File: src/rtl/sig_unsig_scan_display_pkg.sv
// Shared types and constants for the signed/unsigned scanned seven-segment display.
// Digit codes are 4 bits: 0-9 are BCD, the remaining codes select blank, dash and 'E'.
package sig_unsig_scan_display_pkg;

   typedef logic [3:0] digit_t;

   localparam digit_t DC_BLANK = 4'hA;
   localparam digit_t DC_DASH  = 4'hB;
   localparam digit_t DC_E     = 4'hC;

   // Active-low segment patterns, bit order {g,f,e,d,c,b,a}
   localparam logic [6:0] SEG_0     = 7'b1000000;
   localparam logic [6:0] SEG_1     = 7'b1111001;
   localparam logic [6:0] SEG_2     = 7'b0100100;
   localparam logic [6:0] SEG_3     = 7'b0110000;
   localparam logic [6:0] SEG_4     = 7'b0011001;
   localparam logic [6:0] SEG_5     = 7'b0010010;
   localparam logic [6:0] SEG_6     = 7'b0000010;
   localparam logic [6:0] SEG_7     = 7'b1111000;
   localparam logic [6:0] SEG_8     = 7'b0000000;
   localparam logic [6:0] SEG_9     = 7'b0010000;
   localparam logic [6:0] SEG_BLANK = 7'b1111111;
   localparam logic [6:0] SEG_DASH  = 7'b0111111;
   localparam logic [6:0] SEG_E     = 7'b0000110;

   typedef enum logic {IDLE, SHIFT} conv_state_t;

   // Double-dabble correction applied to each BCD digit before the shift
   function automatic digit_t bcd_adj(digit_t d);
      return (d >= 4'd5) ? digit_t'(d + 4'd3) : d;
   endfunction

endpackage

File: src/rtl/sig_unsig_scan_display_if.sv
// Operand/load handshake and multiplexed display outputs of the scan display.
interface sig_unsig_scan_display_if #(
   parameter int WIDTH  = 8,
   parameter int DIGITS = 4
);
   logic [WIDTH-1:0]  x;
   logic              interp;
   logic              ovf;
   logic              load;
   logic              busy;
   logic [DIGITS-1:0] anode;
   logic [6:0]        seg;

   modport master (output x, interp, ovf, load, input busy, anode, seg);
   modport slave  (input x, interp, ovf, load, output busy, anode, seg);
endinterface

File: src/rtl/sig_unsig_scan_display_seg.sv
// Combinational digit-code to active-low seven-segment decoder.
module bcd_to_seven_seg
   import sig_unsig_scan_display_pkg::*;
(
   input  digit_t     i_code,
   output logic [6:0] o_seg
);

   always_comb begin
      o_seg = SEG_BLANK;
      case (i_code)
         4'd0:    o_seg = SEG_0;
         4'd1:    o_seg = SEG_1;
         4'd2:    o_seg = SEG_2;
         4'd3:    o_seg = SEG_3;
         4'd4:    o_seg = SEG_4;
         4'd5:    o_seg = SEG_5;
         4'd6:    o_seg = SEG_6;
         4'd7:    o_seg = SEG_7;
         4'd8:    o_seg = SEG_8;
         4'd9:    o_seg = SEG_9;
         DC_DASH: o_seg = SEG_DASH;
         DC_E:    o_seg = SEG_E;
         default: o_seg = SEG_BLANK;
      endcase
   end

endmodule

File: src/rtl/sig_unsig_scan_display.sv
// Signed/unsigned binary value to multiplexed decimal display: iterative double-dabble
// conversion into a display register, continuously scanned one digit at a time.
module sig_unsig_scan_display
   import sig_unsig_scan_display_pkg::*;
#(
   parameter int WIDTH    = 8,
   parameter int DIGITS   = 4,
   parameter int SCAN_DIV = 50000
)(
   input  logic                     clk,
   input  logic                     reset,
   sig_unsig_scan_display_if.slave  bus
);

   localparam int CNTW = (WIDTH > 1)    ? $clog2(WIDTH)    : 1;
   localparam int SCW  = (SCAN_DIV > 1) ? $clog2(SCAN_DIV) : 1;
   localparam int IW   = (DIGITS > 1)   ? $clog2(DIGITS)   : 1;
   localparam logic [CNTW-1:0] CNT_LAST  = CNTW'(WIDTH - 1);
   localparam logic [SCW-1:0]  SCAN_LAST = SCW'(SCAN_DIV - 1);
   localparam logic [IW-1:0]   IDX_LAST  = IW'(DIGITS - 1);

   conv_state_t             r_state, w_state_nxt;
   logic                    w_start, w_done;
   logic [CNTW-1:0]         r_cnt;
   logic [WIDTH-1:0]        r_mag, w_mag_in;
   logic                    w_neg_in, r_neg, r_ovf;
   logic [4*DIGITS-1:0]     r_bcd, w_bcd_adj, w_bcd_nxt;
   digit_t [DIGITS-1:0]     r_disp, w_codes;
   int                      w_msd;

   logic [SCW-1:0]          r_scan_cnt;
   logic [IW-1:0]           r_idx, w_idx_nxt;
   logic [DIGITS-1:0]       r_anode;
   logic [6:0]              r_seg, w_seg;

   // The most negative input negates to 2^(WIDTH-1), which still fits in WIDTH unsigned bits
   assign w_neg_in = bus.interp & bus.x[WIDTH-1];
   assign w_mag_in = w_neg_in ? (~bus.x + WIDTH'(1)) : bus.x;

   always_ff @(posedge clk) begin
      if (reset) r_state <= IDLE;
      else       r_state <= w_state_nxt;
   end

   always_comb begin
      w_state_nxt = r_state;
      w_start     = 1'b0;
      w_done      = 1'b0;
      case (r_state)
         IDLE: begin
            if (bus.load) begin
               w_state_nxt = SHIFT;
               w_start     = 1'b1;
            end
         end
         SHIFT: begin
            if (r_cnt == CNT_LAST) begin
               w_state_nxt = IDLE;
               w_done      = 1'b1;
            end
         end
         default: w_state_nxt = IDLE;
      endcase
   end

   always_comb begin
      w_bcd_adj = r_bcd;
      for (int d = 0; d < DIGITS; d++)
         w_bcd_adj[4*d +: 4] = bcd_adj(r_bcd[4*d +: 4]);
      w_bcd_nxt = (w_bcd_adj << 1) | {{(4*DIGITS-1){1'b0}}, r_mag[WIDTH-1]};
   end

   // Format the final BCD: blank leading zeros, dash left of the top digit, or a lone 'E'
   always_comb begin
      w_msd   = 0;
      w_codes = {DIGITS{DC_BLANK}};
      for (int d = 0; d < DIGITS; d++)
         if (w_bcd_nxt[4*d +: 4] != 4'd0) w_msd = d;
      for (int d = 0; d < DIGITS; d++) begin
         if (d <= w_msd)                  w_codes[d] = w_bcd_nxt[4*d +: 4];
         else if (r_neg && d == w_msd + 1) w_codes[d] = DC_DASH;
         else                             w_codes[d] = DC_BLANK;
      end
      if (r_ovf) begin
         w_codes    = {DIGITS{DC_BLANK}};
         w_codes[0] = DC_E;
      end
   end

   always_ff @(posedge clk) begin
      if (reset) begin
         r_cnt  <= '0;
         r_mag  <= '0;
         r_bcd  <= '0;
         r_neg  <= 1'b0;
         r_ovf  <= 1'b0;
         r_disp <= {DIGITS{DC_BLANK}};
      end else if (w_start) begin
         r_cnt <= '0;
         r_mag <= w_mag_in;
         r_bcd <= '0;
         r_neg <= w_neg_in;
         r_ovf <= bus.ovf;
      end else if (r_state == SHIFT) begin
         r_cnt <= r_cnt + 1'b1;
         r_mag <= r_mag << 1;
         r_bcd <= w_bcd_nxt;
         if (w_done) r_disp <= w_codes;
      end
   end

   always_comb begin
      w_idx_nxt = r_idx;
      if (r_scan_cnt == SCAN_LAST)
         w_idx_nxt = (r_idx == IDX_LAST) ? '0 : r_idx + 1'b1;
   end

   bcd_to_seven_seg u_seg (
      .i_code (r_disp[w_idx_nxt]),
      .o_seg  (w_seg)
   );

   // anode and seg are registered from the same next index so they change together
   always_ff @(posedge clk) begin
      if (reset) begin
         r_scan_cnt <= '0;
         r_idx      <= '0;
         r_anode    <= {{(DIGITS-1){1'b1}}, 1'b0};
         r_seg      <= SEG_BLANK;
      end else begin
         r_scan_cnt <= (r_scan_cnt == SCAN_LAST) ? '0 : r_scan_cnt + 1'b1;
         r_idx      <= w_idx_nxt;
         r_anode    <= ~(DIGITS'(1) << w_idx_nxt);
         r_seg      <= w_seg;
      end
   end

   assign bus.busy  = (r_state == SHIFT);
   assign bus.anode = r_anode;
   assign bus.seg   = r_seg;

endmodule

File: src/flat_wrapper.sv
// flat-port wrapper written by rule: the top's interface ports become plain ports
module sig_unsig_scan_display_flat import sig_unsig_scan_display_pkg::*;
#(
   parameter int WIDTH    = 8,
   parameter int DIGITS   = 4,
   parameter int SCAN_DIV = 50000
)
  (clk, reset, bus_x, bus_interp, bus_ovf, bus_load, bus_busy, bus_anode, bus_seg);
  sig_unsig_scan_display_if #(.WIDTH(WIDTH), .DIGITS(DIGITS)) bus_i ();
  input  logic clk;
  input  logic reset;
  input wire logic [$bits(bus_i.x)-1:0] bus_x;
  input wire logic [$bits(bus_i.interp)-1:0] bus_interp;
  input wire logic [$bits(bus_i.ovf)-1:0] bus_ovf;
  input wire logic [$bits(bus_i.load)-1:0] bus_load;
  output wire logic [$bits(bus_i.busy)-1:0] bus_busy;
  output wire logic [$bits(bus_i.anode)-1:0] bus_anode;
  output wire logic [$bits(bus_i.seg)-1:0] bus_seg;
  assign bus_i.x = bus_x;
  assign bus_i.interp = bus_interp;
  assign bus_i.ovf = bus_ovf;
  assign bus_i.load = bus_load;
  assign bus_busy = bus_i.busy;
  assign bus_anode = bus_i.anode;
  assign bus_seg = bus_i.seg;
  sig_unsig_scan_display #(.WIDTH(WIDTH), .DIGITS(DIGITS), .SCAN_DIV(SCAN_DIV)) u_core (.clk(clk), .reset(reset), .bus(bus_i));
endmodule
File: config.mk
export PLATFORM = sky130hd
export DESIGN_NAME = sig_unsig_scan_display_flat
export DESIGN_NICKNAME = d
export VERILOG_FILES = /design/src/rtl/sig_unsig_scan_display_pkg.sv /design/src/rtl/sig_unsig_scan_display_if.sv /design/src/rtl/sig_unsig_scan_display_seg.sv /design/src/rtl/sig_unsig_scan_display.sv /design/src/flat_wrapper.sv
export SDC_FILE = /design/constraint.sdc
export NUM_CORES = 1
export LEC_CHECK = 0
export CORE_MARGIN = 5
export CORE_UTILIZATION = 45
export CTS_CLUSTER_SIZE = 14
export DETAILED_ROUTE_END_ITERATION = 8
export SLEW_MARGIN = 15
export SYNTH_ARGS = -nofsm -noshare
export SYNTH_HDL_FRONTEND = slang
export SYNTH_SLANG_ARGS = --single-unit
File: constraint.sdc
create_clock -name clk -period 3.1 [get_ports clk]
set_input_delay 0.465 -clock clk [delete_from_list [all_inputs] [get_ports clk]]
set_output_delay 0.465 -clock clk [all_outputs]
set_load 0.02 [all_outputs]
==> metrics.cfg, run 1 <==
[run_status]
outcome = finished clean

[logic_synthesis]
yosysSeqAreaShare_pct = 41.05
syn_area_mm2 = 0.003657
ys_types = 53
syn_area_per_cell_um2 = 8.964
synth_nets = 439
synth_edf_count = 0
async_flop_share_pct = 0
yosys_warnings = 0
synth_ff_type = dfxtp_1
ys_ff_latch = 75
syn_inst = 408

[clocking]
numCtsBuffers = 9
cts-resized-gates = 0
cts_buffer_depth = 2
insertion_delay_ns = 0.35
cts-htree-levels = 3
cts_root_buf = clkbuf_8
cts_tree = done
hold_buffers = 0
clk_pin_slew_ns = 0.09
cts_setup_buffers = 0
cts.sinks = 75

[worst_setup_path]
r2r-start = u_core.r_scan_cnt[4]
ff2ff_setup_slack_ns = 0.37
crit_path_start_kind = flip-flop
r2r_cells = 9
worstSetupPathType = flip-flop to flip-flop
worstPathArrival_ns = 3.01
crit_required_ns = 3.37
timing.rr.end = u_core.bus.seg[4]
endpoint_kind = flip-flop
path_max_fanout = 7

[finish]
fillers = 746
antennaDiodeCount = 0
nNetsFinal = 461
layout_common_cells = 74 x dfxtp_1, 64 x nor2_1, 33 x mux2i_1
drive_gt1_share_pct = 8.046
final_common_cell = dfxtp_1
area_growth_pct = 15.63

[placement]
hpwlAfterDp_um = 5244
post-place-ws_ns = 0.3695
place.gp.congestion = 0.7536
io_buffers = 24

[die]
die_h_um = 100.2
core-area_mm2 = 0.007807
std_cell_rows = 32
start_util_pct = 46.84
io_pins = 25
die_x_um = 100.2
dieArea_mm2 = 0.01003

[timing]
relSlewSlack_pct = 59.02
setup-tns-final_ns = 0
hold_violations = 0
rsz0062_at_grt = no
fmax_mhz = 366.0
period_needed_ns = 2.732
finalCritPeriodShare_pct = 88.14
hold_ws_ns = 0.4497
setup_viol = 0
slew_viol_final = 0
setup_ws_ns = 0.3677
clock_skew_ns = 0.01252
tightest_slew_ns = 0.6100

[global_route]
grt.total_usage_pct = 15.27
grt_max_degree = 26
grt_first_pass_wirelength_um = 12360
overflow = 0
antenna_found_initial = 0
grt_pass1_vias = 2599

[drt]
drt-pass1-iter-count = 4
drcViolationCount = 0
wirelength_um = 7127
drt-initial-drc-count = 84
vias = 2789
post_drt_wl_per_cell_um = 13.27
ant_nets = 0
vias_per_cell = 5.194

[pwr]
p_leak_nw = 1.730
power-per-cell-area_mw_per_mm2 = 491.4
total_power_mw = 2.078
vdd_drop_max_mv = 0.2521

[hold_path]
worstHoldStart = u_core.r_scan_cnt[0]
whs_endpoint = u_core.r_scan_cnt[0]
holdPathStages = 1
hp-class = flip-flop to flip-flop

[run]
maxCapViolations = 0

final cells by class:
class / instances / area (um^2) / share of cell area (%)
multi-input combinational: 293 / 1991 / 47.07
sequential: 75 / 1503 / 35.53
timing repair buffer: 29 / 277.8 / 6.568
tap: 102 / 127.6 / 3.018
clock buffer: 9 / 123.9 / 2.929
clock inverter: 7 / 123.9 / 2.929
inverter: 22 / 82.58 / 1.953
worst max-delay path by stage:
| stage | startpoint | cells past startpoint | to | slack, ns |
|---|---|---|---|---|
| floorplan | u_core.r_scan_cnt[0] | 11 | u_core.bus.seg[4] | 0.53 |
| global placement | u_core.r_scan_cnt[6] | 7 | u_core.bus.seg[3] | 0.39 |
| detailed placement | u_core.r_scan_cnt[0] | 10 | u_core.bus.seg[4] | 0.37 |
| CTS | u_core.r_scan_cnt[0] | 10 | u_core.bus.seg[4] | 0.36 |
| global route | u_core.r_scan_cnt[6] | 9 | u_core.bus.seg[4] | 0.11 |
| finish | u_core.r_scan_cnt[4] | 9 | u_core.bus.seg[4] | 0.37 |
report_power, final:
group	total [mW]	internal (mW)	switching, mW
clock network	0.923	0.542	0.382
logic	0.154	0.0681	0.0857
registers	1.00	0.981	0.0199
total	2.08	1.59	0.487
state kept, by name, indices dropped and copies added (netlist names):
name,flops
u_core.r_idx,2
u_core.r_neg,1
u_core.bus.anode,4
u_core.r_bcd,16
u_core.r_disp,16
u_core.r_scan_cnt,16
u_core.bus.busy,1
u_core.r_ovf,1
u_core.r_mag,8
u_core.r_cnt,3
u_core.bus.seg,7
metal layers:
layer	track usage, %	wire [um]	vias up
met5	0	0	-
met2	21.15	2924	33
met3	3.475	283	9
met4	6.114	104	0
li1	-	-	1469
met1	22.66	3814	1278
critical path: stages, from the launching register on:
cell,delay (ns)
dfxtp_1,0.36
nor4b_1,0.34
and4_4,0.32
mux2i_2,0.34
mux2i_1,0.25
mux2_2,0.26
clkinv_1,0.14
ha_1,0.23
mux2_4,0.26
a22oi_1,0.16
synth_stat cells, types with 4 or more instances:
cell      number  share of area (%)
o21ai_0       10                1.4
nand2b_1       7                1.2
a211oi_1       9                1.8
a31oi_1        5               0.86
nor3b_1        4               0.82
clkbuf_1      13                1.3
mux2i_1       33                9.0
xnor2_1       14                3.4
xor2_1         7                1.7
nand2_1       25                2.6
nor3_1         7               0.96
nand3_1        9                1.2
ha_1          18                6.2
nor2_1        64                6.6
a21oi_1       29                4.0
dfxtp_1       75                 41
inv_1         21                2.2
cell families after synthesis:
group           count (synthesis)  share of synthesized area [%]
flops                          75                          41.05
compound gates                 76                          13.55
mux                            40                          11.87
xor+xnor                       21                          5.029
simple gates                  138                          17.82
fa+ha+maj                      18                          6.158
buf+inv                        40                          4.516
stage by stage:
stage	cells	cell area, um^2	utilization [%]
final	537	4229	54.17
after global routing	537	4229	54.17
after CTS	537	4229	54.17
after detailed placement	521	3981	50.99
after global placement	521	3981	50.99
after floorplan	408	3657	-
(Power assumes the default switching activity.)
==> run 2: changes to the inputs <==
Settings changed: SKIP_CTS_REPAIR_TIMING from default to 1.
==> results of run 2 <==
Final layout, timing and power as in run 1 (identical DEF).
